$ cat config.mk
export PLATFORM = sky130hd
export DESIGN_NAME = pipe_hazard_ctrl_flat
export DESIGN_NICKNAME = d
export VERILOG_FILES = /design/src/rtl/pipe_hazard_ctrl_if.sv /design/src/rtl/pipe_hazard_ctrl.sv /design/src/flat_wrapper.sv
export SDC_FILE = /design/constraint.sdc
export NUM_CORES = 1
export LEC_CHECK = 0
export BUFFER_PORTS_ARGS = -buffer_cell sky130_fd_sc_hd__buf_2
export CAP_MARGIN = 0
export CORE_AREA = 8 8 45 47
export DETAILED_ROUTE_END_ITERATION = 8
export DIE_AREA = 0 0 53 55
export PLACE_DENSITY = 0.8
export SLEW_MARGIN = 30
export SYNTH_ARGS = -nofsm -noshare
export SYNTH_HDL_FRONTEND = slang
export SYNTH_SLANG_ARGS = --single-unit
$ cat constraint.sdc
create_clock -name clk -period 4.9 [get_ports clk]
set_input_delay 0.98 -clock clk [delete_from_list [all_inputs] [get_ports clk]]
set_output_delay 0.98 -clock clk [all_outputs]
set_load 0.03 [all_outputs]
$ cat src/rtl/pipe_hazard_ctrl_if.sv
// Hazard-controller bundle: D/E operand info, memory handshakes and stage stall/flush strobes.
// Perf counter signals exist only when PIPE_HAZARD_PERF_EN is defined.
interface pipe_hazard_ctrl_if;
  logic [4:0]  d_rs1;
  logic [4:0]  d_rs2;
  logic        d_use_rs1;
  logic        d_use_rs2;
  logic [4:0]  e_rd;
  logic        e_is_load;
  logic        e_jb;
  logic        imem_ready;
  logic        dmem_req;
  logic        dmem_ack;
  logic        stall_f;
  logic        stall_d;
  logic        stall_e;
  logic        stall_m;
  logic        flush_d;
  logic        flush_e;
  logic        dmem_err;
`ifdef PIPE_HAZARD_PERF_EN
  logic [31:0] perf_stall_cnt;
  logic [31:0] perf_flush_cnt;
`endif

  modport master (
    output d_rs1, d_rs2, d_use_rs1, d_use_rs2, e_rd, e_is_load, e_jb,
           imem_ready, dmem_req, dmem_ack,
`ifdef PIPE_HAZARD_PERF_EN
    input  perf_stall_cnt, perf_flush_cnt,
`endif
    input  stall_f, stall_d, stall_e, stall_m, flush_d, flush_e, dmem_err
  );

  modport slave (
    input  d_rs1, d_rs2, d_use_rs1, d_use_rs2, e_rd, e_is_load, e_jb,
           imem_ready, dmem_req, dmem_ack,
`ifdef PIPE_HAZARD_PERF_EN
    output perf_stall_cnt, perf_flush_cnt,
`endif
    output stall_f, stall_d, stall_e, stall_m, flush_d, flush_e, dmem_err
  );
endinterface

$ cat src/rtl/pipe_hazard_ctrl.sv
// Central stall/flush controller for the 5-stage RV32I pipeline (load-use, E-stage jumps, fetch and data-memory waits).
// Optional stall/flush event counters are enabled with the macro PIPE_HAZARD_PERF_EN.
module pipe_hazard_ctrl #(
  parameter int unsigned DMEM_TIMEOUT = 16,
  parameter int unsigned CNT_W        = 5
) (
  input logic               clk,
  input logic               rst,
  pipe_hazard_ctrl_if.slave hz
);
  typedef enum logic {RUN = 1'b0, MEM_WAIT = 1'b1} state_e;

  localparam bit             TO_EN   = (DMEM_TIMEOUT != 0);
  localparam logic [CNT_W-1:0] TO_LAST = TO_EN ? CNT_W'(DMEM_TIMEOUT - 1) : '0;

  state_e           state_q, state_d;
  logic [CNT_W-1:0] wcnt_q, wcnt_d;
  logic             lu;
  logic             timeout;
  logic             freeze;

  always_comb begin
    lu      = hz.e_is_load && (hz.e_rd != 5'd0) &&
              ((hz.d_use_rs1 && (hz.d_rs1 == hz.e_rd)) ||
               (hz.d_use_rs2 && (hz.d_rs2 == hz.e_rd)));
    timeout = (state_q == MEM_WAIT) && TO_EN && (wcnt_q == TO_LAST);
    freeze  = ((state_q == RUN) && hz.dmem_req && !hz.dmem_ack) ||
              ((state_q == MEM_WAIT) && !hz.dmem_ack && !timeout);
  end

  always_ff @(posedge clk or posedge rst) begin
    if (rst) begin
      state_q <= RUN;
      wcnt_q  <= '0;
    end else begin
      state_q <= state_d;
      wcnt_q  <= wcnt_d;
    end
  end

  always_comb begin
    state_d = state_q;
    wcnt_d  = wcnt_q;
    case (state_q)
      RUN: begin
        if (hz.dmem_req && !hz.dmem_ack) begin
          state_d = MEM_WAIT;
          wcnt_d  = '0;
        end
      end
      MEM_WAIT: begin
        if (hz.dmem_ack || timeout) state_d = RUN;
        else                        wcnt_d  = wcnt_q + 1'b1;
      end
      default: state_d = RUN;
    endcase
  end

  // Priority: memory freeze > E-stage redirect > load-use bubble > fetch bubble.
  always_comb begin
    hz.stall_f  = 1'b0;
    hz.stall_d  = 1'b0;
    hz.stall_e  = 1'b0;
    hz.stall_m  = 1'b0;
    hz.flush_d  = 1'b0;
    hz.flush_e  = 1'b0;
    hz.dmem_err = 1'b0;
    if (!rst) begin
      hz.dmem_err = timeout;
      if (freeze) begin
        hz.stall_f = 1'b1;
        hz.stall_d = 1'b1;
        hz.stall_e = 1'b1;
        hz.stall_m = 1'b1;
      end else if (hz.e_jb) begin
        hz.flush_d = 1'b1;
        hz.flush_e = 1'b1;
      end else if (lu) begin
        hz.stall_f = 1'b1;
        hz.stall_d = 1'b1;
        hz.flush_e = 1'b1;
      end else if (!hz.imem_ready) begin
        hz.stall_f = 1'b1;
        hz.flush_d = 1'b1;
      end
    end
  end

`ifdef PIPE_HAZARD_PERF_EN
  logic [31:0] perf_stall_q;
  logic [31:0] perf_flush_q;

  always_ff @(posedge clk or posedge rst) begin
    if (rst) begin
      perf_stall_q <= '0;
      perf_flush_q <= '0;
    end else begin
      if (hz.stall_f)               perf_stall_q <= perf_stall_q + 32'd1;
      if (hz.flush_d || hz.flush_e) perf_flush_q <= perf_flush_q + 32'd1;
    end
  end

  assign hz.perf_stall_cnt = perf_stall_q;
  assign hz.perf_flush_cnt = perf_flush_q;
`endif
endmodule

$ cat src/flat_wrapper.sv
// flat-port wrapper written by rule: the top's interface ports become plain ports
module pipe_hazard_ctrl_flat 
#(
  parameter int unsigned DMEM_TIMEOUT = 16,
  parameter int unsigned CNT_W        = 5
)
  (clk, rst, hz_d_rs1, hz_d_rs2, hz_d_use_rs1, hz_d_use_rs2, hz_e_rd, hz_e_is_load, hz_e_jb, hz_imem_ready, hz_dmem_req, hz_dmem_ack, hz_stall_f, hz_stall_d, hz_stall_e, hz_stall_m, hz_flush_d, hz_flush_e, hz_dmem_err);
  pipe_hazard_ctrl_if hz_i ();
  input logic clk;
  input logic rst;
  input wire logic [$bits(hz_i.d_rs1)-1:0] hz_d_rs1;
  input wire logic [$bits(hz_i.d_rs2)-1:0] hz_d_rs2;
  input wire logic [$bits(hz_i.d_use_rs1)-1:0] hz_d_use_rs1;
  input wire logic [$bits(hz_i.d_use_rs2)-1:0] hz_d_use_rs2;
  input wire logic [$bits(hz_i.e_rd)-1:0] hz_e_rd;
  input wire logic [$bits(hz_i.e_is_load)-1:0] hz_e_is_load;
  input wire logic [$bits(hz_i.e_jb)-1:0] hz_e_jb;
  input wire logic [$bits(hz_i.imem_ready)-1:0] hz_imem_ready;
  input wire logic [$bits(hz_i.dmem_req)-1:0] hz_dmem_req;
  input wire logic [$bits(hz_i.dmem_ack)-1:0] hz_dmem_ack;
  output wire logic [$bits(hz_i.stall_f)-1:0] hz_stall_f;
  output wire logic [$bits(hz_i.stall_d)-1:0] hz_stall_d;
  output wire logic [$bits(hz_i.stall_e)-1:0] hz_stall_e;
  output wire logic [$bits(hz_i.stall_m)-1:0] hz_stall_m;
  output wire logic [$bits(hz_i.flush_d)-1:0] hz_flush_d;
  output wire logic [$bits(hz_i.flush_e)-1:0] hz_flush_e;
  output wire logic [$bits(hz_i.dmem_err)-1:0] hz_dmem_err;
  assign hz_i.d_rs1 = hz_d_rs1;
  assign hz_i.d_rs2 = hz_d_rs2;
  assign hz_i.d_use_rs1 = hz_d_use_rs1;
  assign hz_i.d_use_rs2 = hz_d_use_rs2;
  assign hz_i.e_rd = hz_e_rd;
  assign hz_i.e_is_load = hz_e_is_load;
  assign hz_i.e_jb = hz_e_jb;
  assign hz_i.imem_ready = hz_imem_ready;
  assign hz_i.dmem_req = hz_dmem_req;
  assign hz_i.dmem_ack = hz_dmem_ack;
  assign hz_stall_f = hz_i.stall_f;
  assign hz_stall_d = hz_i.stall_d;
  assign hz_stall_e = hz_i.stall_e;
  assign hz_stall_m = hz_i.stall_m;
  assign hz_flush_d = hz_i.flush_d;
  assign hz_flush_e = hz_i.flush_e;
  assign hz_dmem_err = hz_i.dmem_err;
  pipe_hazard_ctrl #(.DMEM_TIMEOUT(DMEM_TIMEOUT), .CNT_W(CNT_W)) u_core (.clk(clk), .rst(rst), .hz(hz_i));
endmodule
==> results.yml, run 1 <==
status:
  status: "finished, final reports clean"
clock_network:
  clk_path_buf_depth: 2
  ctsResizeCount: 0
  ctsHoldBuffers: 0
  path_clk_slew_ns: 0.05
  cts_tree: "yes"
  cts-root-buf: "clkbuf_4"
  clock_latency_ns: 0.25
  cts_setup_buffers: 0
  numClockSinks: 6
  htreeDepth: 1
  cts_buffers: 3
synth:
  ys_seq_elements: 6
  yosysSeqAreaShare: 0.2817
  syn-cell-area_um2: 533.0
  avgSynthCellArea_um2: 8.884
  synth_nets: 86
  syn_inst: 60
  synth_cell_types: 24
  ys_warn_count: 0
grt:
  grt_use_total: 0.09819
  grt_pass1_wl_um: 2201
  antenna_found_initial: 0
  grt_pass1_vias: 589
  grt_overflow: 0
  grt_max_degree: 9
cells_and_area:
  multi_input_area_um2: 364.1
  areaGrowthSynthToFinish_pct: 34.74
  insertedDiodeCount: 0
  layout-drive-gt1-share: 0.4022
  fillers: 129
  final_cell_mix: "buf_2, xnor2_1, nor2_1, dfrtp_1, a22o_1"
  regArea_um2: 150.1
  fin_nets: 120
  stdcell_area_um2: 718.2
  final_cells: 108
  final_common_cell: "buf_2"
setup_path:
  crit_start: "hz_e_rd[1]"
  arrival_ns: 2.40
  required_ns: 3.92
  cpPeakStageDelay_ns: 0.53
  r2r_start: "u_core.wcnt_q[0]"
  rr_worst_depth: 9
  cp_slowest_cell: "or4_1"
  critPathBufInv: 2
  worst-path-stages: 6
  end_kind: "primary output"
  setup.worst_path.class: "primary input to primary output"
  crit_path_cell_trace: "buf_2, or4_1, o21a_1, and2_4, a211o_1, buf_2"
  start_kind: "primary input"
  crit_family: "simple AND/OR/NAND/NOR gates"
  cp_max_fo: 3
  cpMostUsedCell: "buf_2"
routing:
  wl_met2_um: 595
  highest_layer: "met4"
  drtPass1Iterations: 2
  wl_met1_um: 612
  ant_nets: 0
  drc_errors: 0
  viasPerCell: 4.972
  wl_met3_um: 115
  wl_per_cell_um: 12.44
  first_iter_violations: 4
  wl_um: 1344
  vias: 537
place:
  post-place-cells: 105
  io_buffer_count: 30
  place_area_um2: 695.7
  hpwl_um: 1208
  gp_congestion: 0.7508
power:
  powerDensity_nw_per_um2: 232.0
  p_total_uw: 166.6
  p_leak_nw: 0.3819
  peakVddDrop_uv: 84.08
die:
  die_x_um: 53
  fp.dieH_um: 55
  io_pins: 31
  start_util: 0.3852
  die_area_um2: 2915
  design.core.area_um2: 1384
  num_rows: 14
sta:
  hold_slack_ns: 0.5546
  rsz0062_at_grt: "no"
  setup_tns_ns: 0
  slew_headroom: 0.8260
  worstMarginPinSlew_ns: 0.2608
  fin_worst_skew_ns: 0.009276
  hold_viol: 0
  finalCriticalPeriod_ns: 3.381
  min_period_over_period: 0.6901
  drv_slew: 0
  setup_violations: 0
  clock.fmax_mhz: 295.7
min_path:
  min_path_cells: 1
  hold_class: "flop to flop"
  worstHoldStart: "u_core.wcnt_q[4]"
flow_run:
  drv_cap: 0
==> layout make-up <==
cell class              count  area share
clock buffers               3     0.03136
well taps                  16     0.02787
flip-flops and latches      6      0.2091
multi-input cells          50      0.5070
repair buffers             30      0.2091
inverters                   3     0.01568
==> worst paths after layout <==
path                                    endpoint  slack (ns)
worst max-delay path                  hz_stall_f        1.52
worst min-delay path            u_core.wcnt_q[4]        0.55
worst max register to register  u_core.wcnt_q[3]        2.90
worst min register to register  u_core.wcnt_q[4]        0.55
max in group asynchronous       u_core.wcnt_q[3]        3.99
min in group asynchronous       u_core.wcnt_q[1]        0.69
==> stage by stage <==
stage / worst slack (ns) / utilization
after floorplan: 1.731 / -
after global placement: 1.542 / 0.5027
after detailed placement: 1.517 / 0.5027
after CTS: 1.514 / 0.5190
after global routing: 1.477 / 0.5190
final: 1.519 / 0.5190
==> layer usage <==
metal / track usage / up-vias
met2: 0.1582 / 26
met1: 0.1137 / 227
met3: 0.03209 / 3
met5: 0 / -
li1: - / 281
met4: 0.05172 / 0
==> cell families (layout without fill, tap and decap cells) <==
group / count (synthesis) / in the layout / share of synthesized area
AOI/OAI and AO/OA: 15 / 15 / 0.2207
xor gates and xnor gates: 11 / 11 / 0.1807
adders and majority gates: 2 / 2 / 0.04694
buffers and inverters: 4 / 36 / 0.03522
DFF: 6 / 6 / 0.2817
muxes: 2 / 2 / 0.04225
and+or+nand+nor: 20 / 20 / 0.1925
==> synthesized netlist by cell type <==
cell type,count,share of area
ha_1,2,0.047
a22o_1,5,0.082
nor3_1,1,0.0094
xor2_1,1,0.016
a21o_1,1,0.014
a21oi_1,1,0.0094
or4_1,1,0.014
xnor2_1,10,0.16
mux2_2,2,0.042
o21a_1,3,0.042
a211o_1,1,0.016
a21o_2,1,0.016
buf_4,1,0.014
and2_4,1,0.016
o31ai_1,1,0.014
nand4_1,3,0.035
inv_1,3,0.021
nand2_1,3,0.021
nand2b_1,2,0.023
o22ai_1,1,0.012
nor2_1,7,0.049
o21bai_1,1,0.014
and3_1,2,0.023
dfrtp_1,6,0.28
==> where the power goes <==
group	switching, mW	total [mW]	internal (mW)
registers	0.00823	0.0646	0.0564
logic	0.0272	0.0567	0.0295
clock network	0.0176	0.0453	0.0277
total	0.0530	0.167	0.114
==> state kept, by name, indices dropped and copies added, names as in the netlist <==
name,count
u_core.wcnt_q,5
u_core.state_q,1
(Power assumes the default switching activity.)
==> inputs of run 2 (changes only) <==
--- a/config.mk
+++ b/config.mk
@@ -7,10 +7,10 @@
 export LEC_CHECK = 0
 export BUFFER_PORTS_ARGS = -buffer_cell sky130_fd_sc_hd__buf_2
 export CAP_MARGIN = 0
-export CORE_AREA = 8 8 45 47
+export CORE_MARGIN = 8
+export CORE_UTILIZATION = 41
 export DETAILED_ROUTE_END_ITERATION = 8
-export DIE_AREA = 0 0 53 55
-export PLACE_DENSITY = 0.8
+export PLACE_DENSITY = 0.82
 export SLEW_MARGIN = 30
 export SYNTH_ARGS = -nofsm -noshare
 export SYNTH_HDL_FRONTEND = slang
==> constraint.sdc (replaced) <==
create_clock -name clk -period 3.34 [get_ports clk]
set_input_delay 0.668 -clock clk [delete_from_list [all_inputs] [get_ports clk]]
set_output_delay 0.668 -clock clk [all_outputs]
set_load 0.03 [all_outputs]
==> results.yml, run 2 (synthesis results as in run 1) <==
clock_network:
  cts_tree: "yes"
  cts_setup_buffers: 0
  numClockSinks: 6
  path_clk_slew_ns: 0.05
  ctsHoldBuffers: 0
  clk_path_buf_depth: 2
  cts-root-buf: "clkbuf_4"
  ctsResizeCount: 0
  clock_latency_ns: 0.24
  cts_buffers: 3
  htreeDepth: 1
place:
  place_ws_ns: 0.5865
  gp_congestion: 0.7382
  hpwl_um: 1158
  io_buffer_count: 30
routing:
  viasPerCell: 5.178
  drc_errors: 0
  drtPass1Iterations: 2
  vias: 554
  first_iter_violations: 3
  wl_per_cell_um: 11.91
  ant_nets: 0
  wl_um: 1274
die:
  io_pins: 31
  fp.dieH_um: 52.06
  start_util: 0.4256
  num_rows: 13
  design.core.area_um2: 1252
  die_area_um2: 2710
  die_x_um: 52.06
power:
  power.clock.fraction: 0.269
  power_frac_seq: 0.391
  p_leak_nw: 0.3819
  p_total_uw: 242.8
  p_sw_frac: 0.3149
  peakVddDrop_uv: 164.1
  p_comb_frac: 0.340
  p_sw_uw: 76.45
  powerDensity_nw_per_um2: 338.7
  p_int_uw: 166.3
min_path:
  hold_class: "primary input to asynchronous set/reset pin"
cells_and_area:
  layout-drive-gt1-share: 0.4022
  top_regs: "u_core.wcnt_q: 5 flops, u_core.state_q: 1 flops"
  final_cell_mix: "buf_2, xnor2_1, nor2_1, dfrtp_1, a22o_1"
  largest_register_ff_count: 5
  insertedDiodeCount: 0
  areaGrowthSynthToFinish_pct: 34.51
  largest_register: "u_core.wcnt_q"
  final_common_cell: "buf_2"
  fin_nets: 120
  fillers: 115
sta:
  slew_headroom: 0.8145
  finalCriticalPeriod_ns: 2.842
  clock.fmax_mhz: 351.8
  setup_tns_ns: 0
  setup_violations: 0
  min_period_over_period: 0.8510
  worstMarginPinSlew_ns: 0.2777
  fin_worst_skew_ns: 0.005857
  hold_slack_ns: 0.3743
  hold_viol: 0
  drv_slew: 0
  setup_ws_ns: 0.4975
  rsz0062_at_grt: "no"
grt:
  antenna_found_initial: 0
  met1_usage: 0.1115
  grt_pass1_vias: 588
  gr-max-usage-layer: "met2"
  grt_use_total: 0.1089
  grt_max_degree: 9
  use_met3: 0.05128
  grt_pass1_wl_um: 2214
  use_met2: 0.1760
  grt_overflow: 0
setup_path:
  crit_start: "u_core.wcnt_q[0]"
  required_ns: 2.67
  arrival_ns: 2.17
  end_kind: "primary output"
  start_kind: "flop"
  cp_max_fo: 7
  r2r-end: "u_core.wcnt_q[3]"
  r2r_start: "u_core.wcnt_q[0]"
  setup.worst_path.class: "flop to primary output"
  reg2reg_slack_ns: 1.35
  rr_worst_depth: 9
flow_run:
  drv_cap: 0
status:
  status: "finished, final reports clean"
-- run 2: cell counts in the layout (fill, tap and decap cells not counted) --
No cell type changed its count.
-- run 2: per-stage QoR --
step | area (um^2) | instances | utilization
after floorplan | 533.0 | 60 | -
after global placement | 694.4 | 104 | 0.5544
after detailed placement | 694.4 | 104 | 0.5544
after CTS | 716.9 | 107 | 0.5724
after global routing | 716.9 | 107 | 0.5724
final | 716.9 | 107 | 0.5724
-- run 2: layout make-up --
cell class	instances	area [um^2]	share of cell area
sequential	6	150.1	0.2094
tap	15	18.77	0.02618
clock buffer	3	22.52	0.03141
multi-input combinational	50	364.1	0.5079
inverter	3	11.26	0.01571
timing repair buffer	30	150.1	0.2094
-- run 2: critical path, stage by stage (launching register included) --
cell and delay, ns:
dfrtp_1 0.40, ha_1 0.23, and3_1 0.15, ha_1 0.25
nand2b_1 0.17, a21o_1 0.22, nor2_1 0.20, a211o_1 0.13
buf_2 0.19
-- run 2: how the worst max path moves through the flow --
stage	to
floorplan	hz_stall_f
global placement	hz_stall_f
CTS	hz_stall_f
global route	hz_stall_f
finish	hz_stall_f
detailed placement	hz_stall_f
-- run 2: metal layers --
metal | part of all wire | vias up
li1 | - | 283
met1 | 0.45 | 241
met2 | 0.46 | 26
met3 | 0.074 | 4
met4 | 0.020 | 0
met5 | 0 | -
-- run 2: power groups by stage --
stage	Clock, mW	Sequential (mW)	Combinational [mW]
6_report	0.0653	0.0948	0.0827
4_1_cts	0.0679	0.0945	0.0839
2_1_floorplan	0	0.0926	0.0557
3_3_place_gp	0	0.0947	0.0815
5_1_grt	0.0752	0.0962	0.0932
3_5_place_dp	0	0.0953	0.0840
==> inputs of run 3 (changes only) <==
--- a/config.mk
+++ b/config.mk
@@ -10,7 +10,7 @@
 export CORE_MARGIN = 8
 export CORE_UTILIZATION = 41
 export DETAILED_ROUTE_END_ITERATION = 8
-export PLACE_DENSITY = 0.82
+export PLACE_DENSITY = 0.81
 export SLEW_MARGIN = 30
 export SYNTH_ARGS = -nofsm -noshare
 export SYNTH_HDL_FRONTEND = slang
==> results.yml, run 3 (synthesis results as in run 1) <==
clock_network:
  htreeDepth: 1
  numClockSinks: 6
  path_clk_slew_ns: 0.05
  cts_buffers: 3
  clk_path_buf_depth: 2
  cts_setup_buffers: 0
  ctsHoldBuffers: 0
  ctsResizeCount: 0
  clock_latency_ns: 0.25
  cts-root-buf: "clkbuf_4"
  cts_tree: "yes"
grt:
  grt_pass1_wl_um: 2311
  grt_max_degree: 9
  grt_overflow: 0
  antenna_found_initial: 0
  grt_use_total: 0.1098
  grt_pass1_vias: 623
cells_and_area:
  final_cell_mix: "buf_2, xnor2_1, nor2_1, dfrtp_1, a22o_1"
  largest_register_ff_count: 5
  layout-drive-gt1-share: 0.4022
  regArea_um2: 150.1
  multi_input_area_um2: 364.1
  fillers: 107
  largest_register: "u_core.wcnt_q"
  final_cells: 107
  top_regs: "u_core.wcnt_q: 5 flops, u_core.state_q: 1 flops"
  areaGrowthSynthToFinish_pct: 34.51
  insertedDiodeCount: 0
  fin_nets: 120
  final_common_cell: "buf_2"
flow_run:
  drv_cap: 0
setup_path:
  start_kind: "flop"
  cp_max_fo: 7
  setup.worst_path.class: "flop to primary output"
  arrival_ns: 2.20
  required_ns: 2.67
  end_kind: "primary output"
routing:
  wl_um: 1304
  viasPerCell: 5.065
  drtPass1Iterations: 3
  first_iter_violations: 4
  wl_per_cell_um: 12.19
  vias: 542
  ant_nets: 0
  drc_errors: 0
sta:
  slew_headroom: 0.8327
  setup_tns_ns: 0
  min_period_over_period: 0.8585
  setup_violations: 0
  clock.fmax_mhz: 348.8
  fin_worst_skew_ns: 0.006787
  worstMarginPinSlew_ns: 0.2507
  hold_viol: 0
  drv_slew: 0
  finalCriticalPeriod_ns: 2.867
  rsz0062_at_grt: "no"
power:
  p_total_uw: 247.1
  powerDensity_nw_per_um2: 344.7
  peakVddDrop_uv: 155.4
  p_leak_nw: 0.3819
min_path:
  hold_class: "primary input to asynchronous set/reset pin"
place:
  hpwl_um: 1147
  gp_congestion: 0.7033
  post-place-cells: 104
  io_buffer_count: 30
die:
  start_util: 0.4256
  die_area_um2: 2710
  fp.dieH_um: 52.06
  num_rows: 13
  die_x_um: 52.06
  design.core.area_um2: 1252
  io_pins: 31
status:
  status: "finished, final reports clean"
==> run 3: cell counts in the layout (fill, tap and decap cells not counted) <==
Identical to the previous run, type by type.
==> run 3: area by class of cell <==
cell class,count,share of cell area
clock buffers,3,0.03141
inverters,3,0.01571
multi-input cells,50,0.5079
flip-flops and latches,6,0.2094
well taps,15,0.02618
repair buffers,30,0.2094
==> run 3: path summary, 6_finish.rpt <==
path | slack [ns] | cells past startpoint | end | startpoint
worst max-delay path | 0.47 | 8 | hz_stall_f | u_core.wcnt_q[0]
worst min-delay path | 0.37 | 2 | u_core.wcnt_q[1] | rst
worst max register to register | 1.34 | 9 | u_core.wcnt_q[3] | u_core.wcnt_q[0]
worst min register to register | 0.54 | 1 | u_core.wcnt_q[4] | u_core.wcnt_q[4]
max in group asynchronous | 2.76 | 2 | u_core.wcnt_q[2] | rst
min in group clk | 0.54 | 1 | u_core.wcnt_q[4] | u_core.wcnt_q[4]
==> run 3: stage by stage <==
stage          hold slack [ns]  setup slack, ns    util  cell area [um^2]
6_report                0.3673           0.4727  0.5724             716.9
5_1_grt                 0.3773           0.2602  0.5724             716.9
4_1_cts                 0.3754           0.4465  0.5724             716.9
3_5_place_dp            0.5202           0.5885  0.5544             694.4
3_3_place_gp            0.5182           0.5879  0.5544             694.4
2_1_floorplan           0.4645           0.5161       -             533.0
==> run 3: layer usage <==
metal	wire, um	GRT usage	vias to the layer above
met2	629	0.1920	26
met5	0	0	-
met4	0	0.01327	0
met1	569	0.1122	237
met3	105	0.06553	0
li1	-	-	279
==> run 3: worst max-delay path, stage by stage, from the launching register on <==
cell      delay [ns]
dfrtp_1         0.42
ha_1            0.23
and3_1          0.16
ha_1            0.25
nand2b_1        0.17
a21o_1          0.22
nor2_1          0.19
a211o_1         0.12
buf_2           0.18
==> run 3: where the power goes <==
group / total [mW] / switching [mW] / internal (mW)
logic: 0.0828 / 0.0397 / 0.0431
clock network: 0.0694 / 0.0286 / 0.0408
registers: 0.0949 / 0.0122 / 0.0827
total: 0.247 / 0.0805 / 0.167
